<file path="src/rtl/argmax_pkg.sv">
// argmax_pkg: shared definitions for the sequential arg-max engine.
//   ARGMAX_DATA_W  : score width
//   argmax_state_t : engine FSM states
package argmax_pkg;
    localparam int ARGMAX_DATA_W = 32;

    typedef enum logic [1:0] {
        IDLE  = 2'd0,
        FIRST = 2'd1,
        RUN   = 2'd2,
        DONE  = 2'd3
    } argmax_state_t;
endpackage

</file>
<file path="src/rtl/argmax_less32.sv">
// argmax_less32: combinational 32-bit less-than with signed/unsigned select.
// Ports:
//   a, b  : operands
//   umode : 1 = unsigned compare, 0 = two's-complement signed compare
//   less  : a < b under the selected interpretation
module argmax_less32
    import argmax_pkg::*;
(
    input  logic [ARGMAX_DATA_W-1:0] a,
    input  logic [ARGMAX_DATA_W-1:0] b,
    input  logic                     umode,
    output logic                     less
);
    logic [ARGMAX_DATA_W-1:0] a_k;
    logic [ARGMAX_DATA_W-1:0] b_k;

    // Flipping the sign bit maps two's-complement order onto unsigned order,
    // so one unsigned comparator serves both modes.
    always_comb begin
        a_k = a;
        b_k = b;
        if (!umode) begin
            a_k[ARGMAX_DATA_W-1] = ~a[ARGMAX_DATA_W-1];
            b_k[ARGMAX_DATA_W-1] = ~b[ARGMAX_DATA_W-1];
        end
    end

    assign less = (a_k < b_k);
endmodule

</file>
<file path="src/rtl/argmax_seq.sv">
// argmax_seq: streams scores over valid/ready and returns the maximum and the
// index of its first occurrence, using a single shared less-than comparator.
// Ports:
//   clk, rst_n           : clock, async active-low reset
//   start, len, umode    : job request (sampled in IDLE), length, compare mode
//   in_valid/in_ready/in_data : score stream
//   out_valid/out_ready  : result handshake
//   max_val, max_idx     : result (registered, stable while out_valid)
//   empty                : job had len = 0
//   busy                 : engine not idle
module argmax_seq
    import argmax_pkg::*;
#(
    parameter int LEN_W = 8
) (
    input  logic                     clk,
    input  logic                     rst_n,
    input  logic                     start,
    input  logic [LEN_W-1:0]         len,
    input  logic                     umode,
    input  logic                     in_valid,
    output logic                     in_ready,
    input  logic [ARGMAX_DATA_W-1:0] in_data,
    output logic                     out_valid,
    input  logic                     out_ready,
    output logic [ARGMAX_DATA_W-1:0] max_val,
    output logic [LEN_W-1:0]         max_idx,
    output logic                     empty,
    output logic                     busy
);
    argmax_state_t            state, state_nxt;
    logic [LEN_W-1:0]         len_q;
    logic [LEN_W-1:0]         count;
    logic [LEN_W-1:0]         count_inc;
    logic [LEN_W-1:0]         idx;
    logic [ARGMAX_DATA_W-1:0] best;
    logic                     umode_q;
    logic                     empty_q;
    logic                     less;
    logic                     in_fire;
    logic                     out_fire;

    assign in_ready  = (state == FIRST) || (state == RUN);
    assign out_valid = (state == DONE);
    assign busy      = (state != IDLE);
    assign in_fire   = in_valid & in_ready;
    assign out_fire  = out_valid & out_ready;
    // count < len_q <= 2^LEN_W-1 whenever this is used, so it cannot wrap.
    assign count_inc = count + LEN_W'(1);

    assign max_val = best;
    assign max_idx = idx;
    assign empty   = empty_q;

    argmax_less32 u_less (
        .a     (best),
        .b     (in_data),
        .umode (umode_q),
        .less  (less)
    );

    always_ff @(posedge clk or negedge rst_n) begin
        if (!rst_n) state <= IDLE;
        else        state <= state_nxt;
    end

    always_comb begin
        state_nxt = state;
        case (state)
            IDLE:    if (start) state_nxt = (len == '0) ? DONE : FIRST;
            FIRST:   if (in_fire) state_nxt = (len_q == LEN_W'(1)) ? DONE : RUN;
            RUN:     if (in_fire && (count_inc == len_q)) state_nxt = DONE;
            DONE:    if (out_fire) state_nxt = IDLE;
            default: state_nxt = IDLE;
        endcase
    end

    always_ff @(posedge clk or negedge rst_n) begin
        if (!rst_n) begin
            len_q   <= '0;
            umode_q <= 1'b0;
            best    <= '0;
            idx     <= '0;
            count   <= '0;
            empty_q <= 1'b0;
        end else begin
            case (state)
                IDLE: if (start) begin
                    len_q   <= len;
                    umode_q <= umode;
                    // Cleared so a zero-length job reports 0/0.
                    best    <= '0;
                    idx     <= '0;
                    count   <= '0;
                    empty_q <= (len == '0);
                end
                FIRST: if (in_fire) begin
                    best  <= in_data;
                    idx   <= '0;
                    count <= LEN_W'(1);
                end
                RUN: if (in_fire) begin
                    // Strict less-than: ties keep the earlier index.
                    if (less) begin
                        best <= in_data;
                        idx  <= count;
                    end
                    count <= count_inc;
                end
                DONE: if (out_fire) empty_q <= 1'b0;
                default: ;
            endcase
        end
    end
endmodule

</file>
<file path="config.mk">
export PLATFORM = sky130hd
export DESIGN_NAME = argmax_seq
export DESIGN_NICKNAME = d
export VERILOG_FILES = /design/src/rtl/argmax_pkg.sv /design/src/rtl/argmax_less32.sv /design/src/rtl/argmax_seq.sv
export SDC_FILE = /design/constraint.sdc
export NUM_CORES = 1
export LEC_CHECK = 0
export ABC_CLOCK_PERIOD_IN_PS = 5300
export BUFFER_PORTS_ARGS = -buffer_cell sky130_fd_sc_hd__buf_2
export CAP_MARGIN = 10
export CELL_PAD_IN_SITES_DETAIL_PLACEMENT = 0
export CELL_PAD_IN_SITES_GLOBAL_PLACEMENT = 1
export CORE_MARGIN = 5
export CORE_UTILIZATION = 35
export CTS_CLUSTER_DIAMETER = 50
export CTS_CLUSTER_SIZE = 16
export DETAILED_ROUTE_END_ITERATION = 10
export GPL_TIMING_DRIVEN = 0
export PLACE_DENSITY = 0.72
export SYNTH_ARGS = -nofsm -noshare
export SYNTH_HDL_FRONTEND = slang
export SYNTH_SLANG_ARGS = --single-unit
</file>
<file path="constraint.sdc">
create_clock -name clk -period 5.3 [get_ports clk]
set_clock_uncertainty 0.05 [all_clocks]
set_input_delay 0 -clock clk [delete_from_list [all_inputs] [get_ports clk]]
set_output_delay 0 -clock clk [all_outputs]
set_load 0.01 [all_outputs]
</file>
==> results.tsv, run 1 <==
metric	value	unit
path_clk_slew	0.05	ns
synth.area.top_cells	dfrtp_1, ha_1, a311o_2	
ys_seq_elements	60	
cp-start-kind	flip-flop	
worst_pin_slew	0.832	ns
area_delta_synth_final	24.1	%
numCtsBuffers	9	
pin_count	90	
synthFlopType	dfrtp_1	
yosysMostFrequentCell	dfrtp_1	
worst_slew_margin_rel	44.5	%
clk_latency	0.34	ns
drt_iter0_drc	312	
ys_warn_count	0	
ir_drop	0.000330	V
vias	4379	
min_path_type	input port to flip-flop	
setup_tns	0	ns
worstSetupEndpointType	flip-flop	
rsz0062_at_grt	no	
num_antenna_cells	0	
syn_area	4520	um2
outcome	complete, no violations	
drive_gt1_share	26.3	%
synthDistinctLibCells	54	
synth-edff-count	0	
die_y	124	um
grt_usage	18.5	%
grt_max_degree	61	
synth.cells.most_frequent	dfrtp_1, nand2_1, a21oi_1	
yosys.area.top_type_share	33.2	%
cts_root_buf	clkbuf_16	
via_per_inst	5.41	
cts-resized-gates	0	
cts_max_level	3	
coreArea	12600	um2
die_x	124	um
syn_area_per_cell	8.66	um2
pwr-share-comb	61.0	%
antenna_left	0	
critical_path_class	flip-flop to flip-flop	
synth_cells	522	
p_seq_share	22.4	%
cts_buffer_depth	2	
cts_num_sinks	60	
initial_core_util	35.8	%
leakagePower	2.55	nW
drtPass1Iterations	4	
power.density	687	nW/um2
fmax	0.321	GHz
holdWs	0.0108	ns
synth_seq_area_share	33.2	%
drt_wl_total	13700	um
hold_viol	0	
rows	41	
cts-hold-fix-buffers	11	
die_area	15300	um2
drc	0	
first_global_vias	4314	
grt-ovfl-total	0	
cts_tree	yes	
required	5.47	ns
worstPathArrival	3.29	ns
clkPwrFrac	16.6	%
gp_congestion	0.867	
grt_first_pass_wirelength	22200	um
async_flop_share	100	%
yosysTopAreaCell	dfrtp_1	
hpwl	9970	um
p_sw	1.78	mW
p_int	2.08	mW
synth.net_count	604	
postCtsSetupBuffers	0	
finalSetupViolCount	0	
antenna_found_initial	0	
cap_violations	0	
wl_per_cell	16.9	um
p_sw_share	46.1	%
fin_crit_sh	58.9	%
nets	715	
cp_max_fo	10	
numPortBuffers	89	
maxSlewViolCount	0	
layout_min_cycle_time	3.12	ns
## layout make-up
type                       instances  area, um2
buffer                            37        234
multi-input combinational        385       2640
timing repair buffer             100        558
fill                            1299       7010
tap                              172        215
clock buffer                      11        243
sequential                        60       1500
inverter                          40        150
clock inverter                     5       75.1
## worst paths after layout
check	start	to	slack, ns	depth (start not counted)
worst max-delay path	state[0]	max_val[2]	2.18	8
worst min-delay path	in_data[9]	max_val[9]	0.01	4
worst max register to register	state[0]	max_val[2]	2.18	8
worst min register to register	empty	empty	0.48	2
max in group asynchronous	rst_n	len_q[4]	4.38	2
min in group asynchronous	rst_n	max_val[26]	0.27	2
## power groups by stage
stage	combinational, mW	clock (mW)	sequential (mW)
6_report	2.35	0.640	0.864
5_1_grt	2.62	0.673	0.897
4_1_cts	2.37	0.651	0.864
3_5_place_dp	2.35	0	0.872
3_3_place_gp	2.32	0	0.861
2_1_floorplan	1.64	0	0.880
## cells in the final DEF (no fill, tap or decap), drive strengths merged, types with 15 or more instances in the layout
master / Yosys / routed
a21oi: 46 / 46
buf: 19 / 108
ha: 36 / 36
inv: 40 / 40
clkbuf: 18 / 29
dfrtp: 60 / 60
a311o: 40 / 40
nand3: 15 / 15
nor4: 35 / 35
nor2: 41 / 41
nor2b: 15 / 15
nand2: 56 / 56
## stage by stage
step / instance area (um2) / total power, mW / utilization (%) / setup slack (ns) / std cells
3_3_place_gp: 5180 / 3.18 / 41.1 / 2.23 / 783
5_1_grt: 5610 / 4.19 / 44.5 / 1.95 / 810
4_1_cts: 5610 / 3.88 / 44.5 / 2.19 / 810
2_1_floorplan: 4520 / 2.52 / - / 2.68 / 522
3_5_place_dp: 5180 / 3.22 / 41.1 / 2.20 / 783
6_report: 5610 / 3.85 / 44.5 / 2.18 / 810
## metal layers
layer / global-route usage, % / up-vias / wire [um]
met3: 3.72 / 15 / 753
met4: 5.61 / 0 / 185
met5: 0 / - / 0
met2: 30.2 / 92 / 6610
met1: 24.7 / 2116 / 6160
li1: - / 2156 / -
## flip-flops by register name, indices dropped and copies added (netlist names)
register  flops
max_idx       8
state         2
umode_q       1
max_val      32
count         8
len_q         8
empty         1
## critical path, cell delays in order (launching register included)
cell and delay [ns]:
dfrtp_1 0.39, inv_1 0.11, ha_1 0.48, nand2_1 0.17, a2111oi_2 0.53, buf_2 0.31, buf_1 0.49, a21oi_1 0.14
a311o_2 0.32
## cells by family (layout without fill, tap and decap cells)
kind of cell / after synthesis / in the layout / share of synthesized area, %
flops: 60 / 60 / 33.2
compound gates: 130 / 130 / 22.1
simple gates: 197 / 197 / 21.4
fa+ha+maj: 36 / 36 / 9.96
mux: 11 / 11 / 2.68
xor+xnor: 11 / 11 / 2.13
buf+inv: 77 / 193 / 8.49
Power figures use the tool's default switching activity.
==> run 2, diff against run 1 <==
- ABC_CLOCK_PERIOD_IN_PS: 5300 -> 3100
- clock period: 5.3 -> 3.1 ns (I/O delays scaled with it)
==> run 2 against run 1 <==
Design area rose by 0.36%. Sequential cell count unchanged. Critical path depth unchanged. Wire length unchanged.
==> results.tsv, run 2 (synthesized netlist as in run 1, its figures left out) <==
metric	value	unit
die_area	15300	um2
cts_root_buf	clkbuf_16	
finalWorstSetupSlack	0.213	ns
rsz0062_at_grt	no	
fmax	0.346	GHz
grt-ovfl-total	0	
hpwl	9970	um
area_delta_synth_final	24.6	%
die_x	124	um
largest_reg_flops	32	
grt_first_pass_wirelength	22200	um
cts_max_level	3	
instances_no_fill	810	
layout_common_cells	buf_2, dfrtp_1, nand2_1	
cts_tree	yes	
final_common_cell	buf_2	
coreArea	12600	um2
finalSetupViolCount	0	
worstSetupEndpointType	flip-flop	
drt_iter0_drc	289	
cts_num_sinks	60	
min_path_type	input port to flip-flop	
nets	715	
num_antenna_cells	0	
path_clk_slew	0.06	ns
drc	0	
drive_gt1_share	27.3	%
pin_count	90	
drt_wl_total	13700	um
setup_tns	0	ns
required	3.26	ns
rows	41	
die_y	124	um
numCtsBuffers	9	
worst_pin_slew	0.850	ns
clk_latency	0.33	ns
fin_crit_sh	93.1	%
cap_violations	0	
antenna_found_initial	0	
wl_per_cell	16.9	um
cp-start-kind	flip-flop	
postCtsSetupBuffers	0	
p_total	6.62	mW
power.density	1180	nW/um2
initial_core_util	35.8	%
drtPass1Iterations	4	
pre_cts_ws	0.00370	ns
hold_viol	0	
worst_slew_margin_rel	43.3	%
dp_cells	783	
ir_drop	0.000559	V
critical_path_class	flip-flop to flip-flop	
post-route-util	44.6	%
via_per_inst	5.40	
antenna_left	0	
maxSlewViolCount	0	
grt_max_degree	61	
worstPathArrival	3.05	ns
leakagePower	2.57	nW
cp_max_fo	10	
vias	4375	
cts_buffer_depth	2	
first_global_vias	4314	
outcome	complete, no violations	
layout_min_cycle_time	2.89	ns
numPortBuffers	89	
fillers	1300	
grt_usage	18.5	%
gp_congestion	0.867	
run 2: cell count changes in the layout (fill, tap and decap cells not counted):
cell       previous run  this run
a2111oi_2             1         0
buf_1                 5         1
clkbuf_1             16        14
clkbuf_2              0         5
buf_2                89        90
a2111oi_4             0         1
run 2: final cells by class:
cell class / instances / area, um2 / share of cell area (%)
repair buffers: 100 / 558 / 9.91
flip-flops and latches: 60 / 1500 / 26.7
well taps: 172 / 215 / 3.82
plain buffers: 37 / 241 / 4.29
clock buffers: 11 / 243 / 4.31
clock inverters: 5 / 75.1 / 1.33
inverters: 40 / 150 / 2.67
multi-input cells: 385 / 2650 / 47.0
run 2: stage by stage:
step	area [um2]	hold slack [ns]
final	5630	0.00815
after global routing	5630	0.0314
after CTS	5610	0.00392
after detailed placement	5180	0.103
after global placement	5180	0.183
after floorplan	4520	-0.346
run 2: worst max-delay path, cell delays in order, from the launching register on:
cell and delay [ns]:
dfrtp_1 0.42, ha_1 0.33, nand4_1 0.17, or4_1 0.57, a221o_1 0.33, a31oi_4 0.28, buf_6 0.20, nor4_1 0.06
a311o_2 0.35
run 2: layer usage:
layer | wire, um | global-route usage (%) | share of wire [%] | vias to the layer above
li1 | - | - | - | 2160
met1 | 6190 | 24.7 | 45 | 2097
met2 | 6550 | 30.2 | 48 | 103
met3 | 794 | 3.72 | 5.8 | 15
met4 | 185 | 5.61 | 1.3 | 0
met5 | 0 | 0 | 0 | -
run 2: path summary, 6_finish.rpt:
kind | start | endpoint | slack [ns] | cells past startpoint
setup / recovery | max_val[15] | max_val[7] | 0.21 | 8
hold / removal | in_data[9] | max_val[9] | 0.008 | 4
min in group asynchronous | rst_n | max_val[26] | 0.26 | 2
setup reg to reg | max_val[15] | max_val[7] | 0.21 | 8
max in group asynchronous | rst_n | len_q[4] | 2.16 | 2
hold reg to reg | umode_q | umode_q | 0.48 | 1
run 2: repair_timing:
item	CTS	global route
endpoints found under the setup margin	2	36
hold buffers	11	0
gates resized for setup	1	8
endpoints found under the hold margin	70	0
run 2: where the power goes:
part	total [mW]	switching, mW	internal (mW)
sequential	1.48	0.355	1.12
clock	1.09	0.373	0.721
combinational	4.05	2.31	1.73
total	6.62	3.04	3.58
